## src/rtl/timed_stream_out.sv

```systemverilog
// Timed-to-stream bridge: buffers go-strobed producer values in a small FIFO
// and drains them through a valid/ready handshake, exporting occupancy.
module timed_stream_out #(
  parameter int unsigned WIDTH = 32,
  parameter int unsigned DEPTH = 4
) (
  input  logic                     clk,
  input  logic                     reset,
  input  logic                     _go,
  input  logic [WIDTH-1:0]         in,
  output logic                     out_valid,
  input  logic                     out_ready,
  output logic [WIDTH-1:0]         out,
  output logic [$clog2(DEPTH):0]   count,
  output logic                     full,
  output logic                     overflow
);

  localparam int unsigned PTR_W = $clog2(DEPTH);
  localparam int unsigned CNT_W = PTR_W + 1;

  logic [WIDTH-1:0] mem [DEPTH];
  logic [PTR_W-1:0] rd_ptr;
  logic [PTR_W-1:0] wr_ptr;
  logic             push;
  logic             pop;

  // Flags come only from registered occupancy, so the consumer sees no
  // combinational path from _go or out_ready.
  assign out_valid = (count != '0);
  assign full      = (count == CNT_W'(DEPTH));
  assign out       = out_valid ? mem[rd_ptr] : '0;

  // A pop in the same cycle frees the head slot, letting a push land while full.
  assign pop  = out_valid & out_ready;
  assign push = _go & (~full | pop);

  // Pointer, occupancy and sticky drop flag.
  always_ff @(posedge clk) begin
    if (reset) begin
      rd_ptr   <= '0;
      wr_ptr   <= '0;
      count    <= '0;
      overflow <= 1'b0;
    end else begin
      if (push) wr_ptr <= wr_ptr + PTR_W'(1);
      if (pop)  rd_ptr <= rd_ptr + PTR_W'(1);
      case ({push, pop})
        2'b10:   count <= count + CNT_W'(1);
        2'b01:   count <= count - CNT_W'(1);
        default: count <= count;
      endcase
      if (_go && !push) overflow <= 1'b1;
    end
  end

  // Storage needs no reset; valid is governed by count.
  always_ff @(posedge clk) begin
    if (push) mem[wr_ptr] <= in;
  end

endmodule

```

## config.mk

```make
export PLATFORM = sky130hd
export DESIGN_NAME = timed_stream_out
export DESIGN_NICKNAME = d
export VERILOG_FILES = /design/src/rtl/timed_stream_out.sv
export SDC_FILE = /design/constraint.sdc
export NUM_CORES = 1
export LEC_CHECK = 0
export BUFFER_PORTS_ARGS = -buffer_cell sky130_fd_sc_hd__buf_2
export CORE_UTILIZATION = 57
export CTS_BUF_LIST = sky130_fd_sc_hd__clkbuf_8 sky130_fd_sc_hd__clkbuf_16
export DETAILED_ROUTE_END_ITERATION = 10
export PLACE_DENSITY = 0.89
export SYNTH_ARGS = -nofsm -noshare
export SYNTH_HDL_FRONTEND = slang
export SYNTH_SLANG_ARGS = --single-unit
```

## constraint.sdc

```tcl
create_clock -name clk -period 2.67 [get_ports clk]
set_clock_uncertainty 0.1 [all_clocks]
set_input_delay 0.6675 -clock clk [delete_from_list [all_inputs] [get_ports clk]]
set_output_delay 0.6675 -clock clk [all_outputs]
set_load 0.02 [all_outputs]
```

Yosys cells after proc, flatten, opt, wreduce, memory -nomap -nowiden
Memories as Yosys holds them, arrays and structs flattened. A register that Yosys moved wholly into a read port is not among the register bits. Index checks and enable logic that the tools add are counted.

Bitwise gates (word level): 4. Reduce and logical (&&, ||, !) cells: 4. Eq/ne operators: 3. Mux-type cells: 6. Add/sub/neg operators: 4.

Operator list (count): 32-bit two-way mux (1); 3-bit case mux with 2 select lines (1); 2-bit by 1-bit adder with 2-bit output (second input constant) (2); 2-bit two-way mux (2); 3-bit by 1-bit adder with 3-bit output (second input constant) (1); 3-bit == test (second input constant) (1); 3-bit nonzero test (1); 3-bit by 1-bit subtractor with 3-bit output (second input constant) (1); 1-bit bitwise AND (2); 2-bit by 1-bit == test with 1-bit output (second input constant) (1); 2-bit == test (second input constant) (1); 1-bit two-way mux (2); 2-bit nonzero test (1); 1-bit logical AND (1); 1-bit logical NOT (1); 1-bit NOT (1); 1-bit OR (1).

Memory bits (writable): 128. Memories: 1. Register bits after elaboration: 8.

Memory list: mem (words 4, width 32, read ports 1, clocked after memory_dff 1, write ports 1, line 22) `logic [WIDTH-1:0] mem [DEPTH];`.

Logic depth before layout (Yosys ltp)
Gate-level depths: netlist of run 1.

Depth in word-level cells: 6. Gate-level depth with buffers: 7.

Worst setup path after synthesis of run 1
OpenSTA, ideal clock, no wires.

Path type: input port to flip-flop. Start point: input port out_ready. End point: memory mem[2][0] (enable). Setup slack: 156 ps. Stages on the path: 4. Buffers on the path: 1. Arrival time: 2022 ps. Cell sequence: buf_2 -> nor4b_4 -> nor2b_1 -> and2_1.

Longest elaborated chain between the ends: 5.

RTL lines: start: declaration (line 12) `input logic out_ready,`; 1-bit bitwise AND (line 35) `assign pop = out_valid & out_ready;`; 1-bit OR (line 36) `assign push = _go & (~full | pop);`; 1-bit bitwise AND (line 36); 1-bit two-way mux (line 59) `if (push) mem[wr_ptr] <= in;`; 1-bit two-way mux (implied by the code) (line 59); end: declaration (line 22).

No other way between the ends.

==> results.cfg, run 1 <==
[run_status]
run_status = complete, but fails checks
violations = negative setup slack

[critical_path]
slowest_stage_cell_crit_path = mux4_2
setup.worst_path.end_class = output pin
cp_data_arrival_time_ns = 1.97
critical_path.startpoint_type = register
crit_path_max_incr_delay_ns = 0.51
worstSetupPathType = register to output pin
worst_r2r_src = count[1]
critical_path_peak_fanout = 5
cp_data_required_time_ns = 1.90
crit_chain = buf_6, buf_12, mux4_2, and2_4, buf_6
rrSetupSlack_ns = 0.66
critical_path.reg2reg.endpoint = count[1]
worst_path_most_repeated_cell = buf_6
ff2ff_path_depth = 5

[yosys]
count_of_warnings_emitted_by_yosys = 0
synth_area_per_cell_um2 = 20.4
synth_enable_flop_cells = 128
syn_area_mm2 = 0.00550
synth_cells = 269
synth.top_cell.area_share = 0.699
synth.yosys.seq_area_share = 0.736
synth-async-reset-ratio = 0
synth.lib_cells_used.distinct = 30
synth_top_flop_cell = edfxtp_1
ys_ff_latch = 138
synth.largest_area_cell = edfxtp_1
synth_fp_nets = 310
synthTopCellsByArea = edfxtp_1, mux4_2, and2_1

[floorplanning]
start_util = 0.592
design.die.area_mm2 = 0.0100
die_y_um = 100
placeableCoreArea_mm2 = 0.00928
die-width_um = 100
floorplan.rows = 35
io-pin-count = 74

[power_and_ir_drop]
irDropWorstVdd_mv = 0.604
power.density_cell_area_mw_per_mm2 = 1080
power.total_mw = 7.56
cellLeakagePower_nw = 2.49

[place]
numPortBuffers = 73
post-dp-hpwl_um = 5890
routabilityCongestion = 0.829

[sta]
setup_viol = 21
transition_time_of_the_tightest_slew_check_pin_ns = 0.427
rsz0062_at_grt = true
fin_crit_ns = 2.74
final.setup.worst_slack_ns = -0.0696
fmax_mhz = 365
setup_tns_ns = -0.913
min_period_over_period = 1.03
timing_hold_violations_final = 0
slew_headroom = 0.712
finalMaxSlewViolations = 0

[cells_and_area]
layout.cells.most_common = edfxtp_1
num_antenna_cells = 0
nNetsFinal = 405
final_cell_mix = edfxtp_1, buf_2, buf_6
layout-drive-gt1-share = 0.520
synthToLayoutAreaGrowth_pct = 27.0

[routing]
totalWireLength_um = 10600
drc = 0
routed_via_density = 5.65
dr.first_iter.drc_count = 145
total_number_of_vias = 2861
detail_route.wl_per_cell_um = 20.9
remaining_antenna_violation_count_after_routing = 0
drt_pass1_iterations = 4

[global_route]
pin_count_of_the_biggest_net_entering_global_routing = 34
global_route_wire_length_before_repair_um = 16200
grtUsageTotal = 0.232
grt_pass1_vias = 2898
grt_antenna_before_repair = 1
grt-ovfl-total = 0

[clock_network]
cts_inserted_buffers = 17
clk_pin_slew_worst_paths_ns = 0.06
clk_root_buffer_cell = clkbuf_8
clock_insertion_delay_worst_skew_ns = 0.52
cts.sinks = 138
cts.htree.levels = 4
max-clock-path-buffers = 2
cts_hold_buf = 0
tritoncts = built

[min_path]
worstHoldEndpoint = mem[3][17]
hold_path_startpoint = in[17]
worst_hold_path.num_cells = 1
worstHoldPathType = input port to register

[run]
max_cap_viol_count = 0
synth_stat cells (all sizes together) (2+ instances only):
library cell  instances
edfxtp              128
mux4                 32
clkbuf                4
and2                 37
inv                   4
nor2b                 2
ha                    4
nor2                 12
dfxtp                10
xor2                  2
a31oi                 2
mux2i                 2
nor4b                 2
mux2                  3
buf                  11
nand2b                4
worst max-delay path by stage:
stage,startpoint,to,slack (ns),cells past startpoint
after floorplan,out_ready,mem[2][0],0.16,4
after global placement,register,out[31],0.38,4
after detailed placement,out_ready,count[2],0.35,7
after CTS,register,out[11],-0.09,5
after global routing,register,out[0],-0.13,5
final,register,out[0],-0.07,5
metrics by stage:
step / instances / worst slack [ns] / hold WS (ns) / area (um^2) / util
final: 506 / -0.0696 / 0.258 / 6980 / 0.752
after global routing: 506 / -0.130 / 0.240 / 6980 / 0.752
after CTS: 508 / -0.0920 / 0.231 / 7020 / 0.757
after detailed placement: 468 / 0.347 / 0.404 / 6040 / 0.650
after global placement: 468 / 0.384 / 0.372 / 6040 / 0.650
after floorplan: 269 / 0.156 / 0.381 / 5500 / -
layer usage:
metal / vias to the layer above / routed length (um) / GRT usage
li1: 1256 / - / -
met1: 1494 / 4260 / 0.294
met2: 89 / 5580 / 0.379
met3: 20 / 536 / 0.0620
met4: 2 / 197 / 0.107
met5: - / 8 / 0
worst max-delay path: cells and delay by family, from the launching register on:
kind	cells	cell delay, ns
mux	1	0.51
buf+inv	3	0.38
flops	1	0.38
simple gates	1	0.19
timing repair:
| item | 4_1_cts | 5_1_grt |
|---|---|---|
| gates cloned | 4 | 0 |
| gates resized for setup | 108 | 2 |
| endpoints found under the setup margin | 32 | 32 |
| setup buffers | 4 | 0 |
layout make-up:
cell class | instances | area, um^2
multi-input combinational | 112 | 1380
timing repair buffer | 91 | 823
clock buffer | 17 | 414
sequential | 138 | 4050
inverter | 4 | 15.0
tap | 129 | 161
fill | 528 | 2300
clock inverter | 15 | 136
sequential cells by signal, indices dropped and copies added (netlist names), named ones only:
register / flops
rd_ptr: 2
wr_ptr: 2
overflow: 1
count: 3
mem: 128
logic make-up after synthesis:
logic type / Yosys count / synth area share
simple gates: 60 / 0.0669
xor+xnor: 3 / 0.00478
buf+inv: 19 / 0.0271
flops: 138 / 0.736
compound gates: 7 / 0.0102
mux: 37 / 0.142
fa+ha+maj: 5 / 0.0128
report_power, final:
| group | switching [mW] | total [mW] | internal [mW] |
|---|---|---|---|
| sequential | 0.102 | 2.66 | 2.56 |
| combinational | 1.24 | 2.74 | 1.50 |
| clock | 0.907 | 2.15 | 1.25 |
(Power assumes the default switching activity.)
==> run 2, diff against run 1 <==
--- a/config.mk
+++ b/config.mk
@@ -6,9 +6,11 @@
 export NUM_CORES = 1
 export LEC_CHECK = 0
 export BUFFER_PORTS_ARGS = -buffer_cell sky130_fd_sc_hd__buf_2
+export CORE_MARGIN = 1
 export CORE_UTILIZATION = 57
 export CTS_BUF_LIST = sky130_fd_sc_hd__clkbuf_8 sky130_fd_sc_hd__clkbuf_16
 export DETAILED_ROUTE_END_ITERATION = 10
+export MAX_ROUTING_LAYER = met4
 export PLACE_DENSITY = 0.89
 export SYNTH_ARGS = -nofsm -noshare
 export SYNTH_HDL_FRONTEND = slang
==> run 2 against run 1 <==
The run still ends with negative setup slack left. Via count increased by 0.66%. Wire length increased by 0.17%. Register-to-register slack about the same. Sequential share of layout area about the same. Global-route usage increased by 0.81 points. Worst hold slack got worse by 0.0062 ns. Cell count increased by 0.20%. Sequential power about the same. Worst setup slack got worse by 0.0027 ns. Design area about the same. Clock power about the same. Largest cell class unchanged. Largest power group unchanged.
==> results.cfg, run 2 (synthesis gave the netlist of run 1 again) <==
[routing]
routed_via_density = 5.68
dr.first_iter.drc_count = 162
detail_route.wl_per_cell_um = 20.9
total_number_of_vias = 2880
drc = 0
totalWireLength_um = 10600
remaining_antenna_violation_count_after_routing = 0
drt_pass1_iterations = 4

[clock_network]
cts_inserted_buffers = 17
cts.sinks = 138
cts.htree.levels = 4
clk_root_buffer_cell = clkbuf_8
clock_insertion_delay_worst_skew_ns = 0.53
cts_hold_buf = 0
max-clock-path-buffers = 2
clk_pin_slew_worst_paths_ns = 0.06
tritoncts = built

[cells_and_area]
largestRegisters = mem: 128 flops, count: 3 flops
layout-drive-gt1-share = 0.520
nNetsFinal = 405
final_cell_mix = edfxtp_1, buf_2, buf_6
synthToLayoutAreaGrowth_pct = 27.0
num-fill-cells = 528
layout.cells.most_common = edfxtp_1
largest-register = mem
final_util = 0.752
largest_register_ffs = 128

[floorplanning]
die_y_um = 100
floorplan.rows = 35
io-pin-count = 74
die-width_um = 100
start_util = 0.592
design.die.area_mm2 = 0.0100
placeableCoreArea_mm2 = 0.00928

[critical_path]
worstSetupPathType = register to output pin
ff2ff_path_depth = 5
rrSetupSlack_ns = 0.66
cp_data_required_time_ns = 1.90
critical_path_peak_fanout = 5
critical_path.startpoint_type = register
cp_data_arrival_time_ns = 1.97
setup.worst_path.end_class = output pin
worst_r2r_src = count[1]
critical_path.reg2reg.endpoint = count[1]

[run_status]
run_status = complete, but fails checks
violations = negative setup slack

[sta]
timing_hold_violations_final = 0
rsz0062_at_grt = true
fin_crit_ns = 2.74
timing.hold.ws_ns = 0.252
final.setup.worst_slack_ns = -0.0723
slew_headroom = 0.713
setup_viol = 21
transition_time_of_the_tightest_slew_check_pin_ns = 0.425
finalMaxSlewViolations = 0
min_period_over_period = 1.03
fmax_mhz = 365

[min_path]
hold_path_startpoint = in[17]
worstHoldPathType = input port to register
worstHoldEndpoint = mem[3][17]
worst_hold_path.num_cells = 1

[power_and_ir_drop]
cellLeakagePower_nw = 2.49
power.density_cell_area_mw_per_mm2 = 1080
irDropWorstVdd_mv = 0.607
power.total_mw = 7.56

[global_route]
grtUsageTotal = 0.240
global_route_wire_length_before_repair_um = 16200
grt_pass1_vias = 2863
grt-ovfl-total = 0
grt_antenna_before_repair = 1
pin_count_of_the_biggest_net_entering_global_routing = 34

[run]
max_cap_viol_count = 0

[place]
routabilityCongestion = 0.842
post-dp-hpwl_um = 5890
numPortBuffers = 73
place_worst_setup_slack_ns = 0.347
==> run 2: through the flow <==
step	area, um^2	std cells	TNS, ns
floorplan	5500	269	0
global placement	6040	468	0
detailed placement	6040	468	0
finish	6980	507	-0.988
global route	6980	507	-2.76
CTS	7020	508	-2.15
==> run 2: critical path, stage by stage (launching register included) <==
cell,delay [ns]
dfxtp_4,0.38
buf_6,0.13
buf_12,0.13
mux4_2,0.51
and2_4,0.19
buf_6,0.12
==> run 2: worst max-delay path by stage <==
stage	start	end	slack, ns	depth (start not counted)
final	register	out[0]	-0.07	5
after CTS	register	out[11]	-0.09	5
after floorplan	out_ready	mem[2][0]	0.16	4
after global routing	register	out[0]	-0.14	5
after global placement	register	out[31]	0.38	4
after detailed placement	out_ready	count[2]	0.35	7
==> run 2: final cells by class <==
cell class	instances	area (um^2)	area share
Sequential cell	138	4050	0.580
Multi-Input combinational cell	112	1380	0.197
Timing Repair Buffer	91	823	0.118
Clock buffer	17	414	0.0593
Tap cell	129	161	0.0231
Clock inverter	15	136	0.0195
Inverter	4	15.0	0.00215
Antenna cell	1	2.50	0.000358
==> run 2: power by group <==
group	switching, mW	total [mW]	internal, mW
registers	0.102	2.66	2.56
logic	1.24	2.74	1.50
clock network	0.911	2.16	1.25
total	2.26	7.56	5.31
==> run 2: repair_timing <==
action / 4_1_cts / 5_1_grt
buffers inserted: 4 / 0
gates resized for setup: 108 / 2
cloned: 4 / 0
setup endpoints to repair: 32 / 32
==> run 2: per-layer routing <==
| metal | global-route usage | part of all wire |
|---|---|---|
| met3 | 0.0703 | 0.049 |
| met1 | 0.299 | 0.40 |
| met5 | - | 0 |
| met2 | 0.378 | 0.53 |
| met4 | 0.0903 | 0.020 |
==> run 3, diff against run 2 <==
==> constraint.sdc (replaced) <==
create_clock -name clk -period 2.67 [get_ports clk]
set_clock_uncertainty 0.1 [all_clocks]
set_input_delay 0.4005 -clock clk [delete_from_list [all_inputs] [get_ports clk]]
set_output_delay 0.4005 -clock clk [all_outputs]
set_load 0.02 [all_outputs]
==> run 3 against run 2 <==
The run now ends clean. Critical path depth decreased by 1. Design area decreased by 0.13%. First-iteration DRC count decreased by 19%. Wire length decreased by 5.2%. Largest cell class unchanged. Critical path type unchanged. Combinational power decreased by 30%. Sequential share of layout area about the same. Highest routed layer unchanged.
==> results.cfg, run 3 (synthesis gave the netlist of run 1 again) <==
[place]
post-dp-hpwl_um = 5880
numPortBuffers = 73
routabilityCongestion = 0.819
place_inst = 466

[sta]
setup_viol = 0
timing_hold_violations_final = 0
finalMaxSlewViolations = 0
setup_tns_ns = 0
rsz0062_at_grt = false
transition_time_of_the_tightest_slew_check_pin_ns = 0.421
min_period_over_period = 0.964
fmax_mhz = 389
fin_crit_ns = 2.57
slew_headroom = 0.716

[clock_network]
cts_inserted_buffers = 17
clk_root_buffer_cell = clkbuf_8
post_cts.repair.setup_buffers = 0
tritoncts = built
cts.sinks = 138
clock_insertion_delay_worst_skew_ns = 0.52
max-clock-path-buffers = 2
clk_pin_slew_worst_paths_ns = 0.06
cts.htree.levels = 4

[cells_and_area]
layout.cells.most_common = edfxtp_1
final_cell_mix = edfxtp_1, buf_2, and2_1
largest-register = mem
stdcell_count = 528
nNetsFinal = 427
largest_register_ffs = 128
synthToLayoutAreaGrowth_pct = 26.9
layout-drive-gt1-share = 0.386
largestRegisters = mem: 128 flops, count: 3 flops
num_antenna_cells = 0

[min_path]
worst_hold_path.num_cells = 1
hold_path_startpoint = in[25]
worstHoldEndpoint = mem[0][25]
worstHoldPathType = input port to register

[floorplanning]
design.die.area_mm2 = 0.0100
io-pin-count = 74
placeableCoreArea_mm2 = 0.00928
die-width_um = 100
die_y_um = 100
start_util = 0.592
floorplan.rows = 35

[global_route]
gr-max-usage-layer = met2
pin_count_of_the_biggest_net_entering_global_routing = 26
met2_usage = 0.374
grt_util_met3 = 0.0550
grt_pass1_vias = 2999
grt_antenna_before_repair = 0
grtUsageTotal = 0.228
grt-ovfl-total = 0
global_route_wire_length_before_repair_um = 15300
globalRouteMet1Util = 0.255

[routing]
remaining_antenna_violation_count_after_routing = 0
routed_via_density = 5.41
detail_route.wl_per_cell_um = 19.0
drt_pass1_iterations = 4
drc = 0
totalWireLength_um = 10100
total_number_of_vias = 2855
dr.first_iter.drc_count = 132

[critical_path]
setup.worst_path.end_class = output pin
worstSetupPathType = register to output pin
cp_data_required_time_ns = 2.17
critical_path_peak_fanout = 8
crit_chain = buf_6, mux4_1, and2_1, buf_2
critical_path.reg2reg.endpoint = count[2]
critical_path.startpoint_type = register
crit_path_max_incr_delay_ns = 0.56
slowest_stage_cell_crit_path = mux4_1
cp_data_arrival_time_ns = 2.07
worst_r2r_src = count[2]
rrSetupSlack_ns = 0.48
ff2ff_path_depth = 6

[power_and_ir_drop]
sw_frac_of_total = 0.288
power_switching_mw = 2.05
power.total_mw = 7.10
seqPwrFrac = 0.377
irDropWorstVdd_mv = 0.485
share_comb_of_total_power = 0.272
cellLeakagePower_nw = 2.51
power.density_cell_area_mw_per_mm2 = 1020
power.internal_mw = 5.06
power_share_of_the_clock_group = 0.351

[run_status]
run_status = completed

[run]
max_cap_viol_count = 0
[run 3: cell types whose count changed in the layout (fill, tap and decap cells not counted), moves of 5 or more]
cell / change
and2_4: -31
inv_6: -5
and2_1: +31
buf_2: +31
dlygate4sd3_1: +30
buf_6: -35
[run 3: final cells by class]
| class | count | area (um^2) |
|---|---|---|
| Clock buffer | 17 | 414 |
| Inverter | 4 | 15.0 |
| Fill cell | 539 | 2310 |
| Tap cell | 129 | 161 |
| Multi-Input combinational cell | 112 | 1300 |
| Clock inverter | 15 | 223 |
| Timing Repair Buffer | 113 | 807 |
| Sequential cell | 138 | 4050 |
[run 3: repair_timing]
item | CTS | global route
hold endpoints to repair | 117 | 0
endpoints found under the setup margin | 2 | 2
hold buffers | 30 | 0
gates resized for setup | 1 | 2
[run 3: stage by stage]
step	setup WS, ns	hold WS, ns	util	cell area (um^2)
4_1_cts	0.0195	0.000865	0.751	6970
6_report	0.0963	0.0168	0.751	6970
5_1_grt	0.0192	0.0110	0.751	6970
3_3_place_gp	0.539	0.369	0.650	6030
2_1_floorplan	0.399	0.381	-	5500
3_5_place_dp	0.487	0.383	0.650	6030
[run 3: per-layer routing]
layer	wire length [um]	share of wire	vias to the layer above
met1	3860	0.38	1427
met3	546	0.054	17
met4	227	0.023	0
met5	0	0	-
met2	5420	0.54	115
li1	-	-	1296
[run 3: worst max-delay path by stage]
stage,startpoint,end,slack [ns],depth (start not counted)
floorplan,count[2],mem[2][0],0.40,4
finish,register,out[31],0.1,4
global route,register,out[21],0.02,4
detailed placement,out_ready,count[2],0.49,7
global placement,register,out[31],0.54,4
CTS,register,out[31],0.02,4
[run 3: power groups by stage]
stage          Combinational (mW)  Sequential, mW  Clock (mW)
6_report                     1.93            2.68        2.49
3_5_place_dp                 1.90            2.72           0
4_1_cts                      1.95            2.68        2.51
5_1_grt                      2.07            2.70        2.61
3_3_place_gp                 1.86            2.70           0
2_1_floorplan                1.45            2.66           0
[run 3: critical path, delay by kind of cell (launching register included)]
kind,cells,cell delay [ns]
buffers and inverters,2,0.36
flip-flops,1,0.43
multiplexers,1,0.56
AND/OR/NAND/NOR,1,0.20
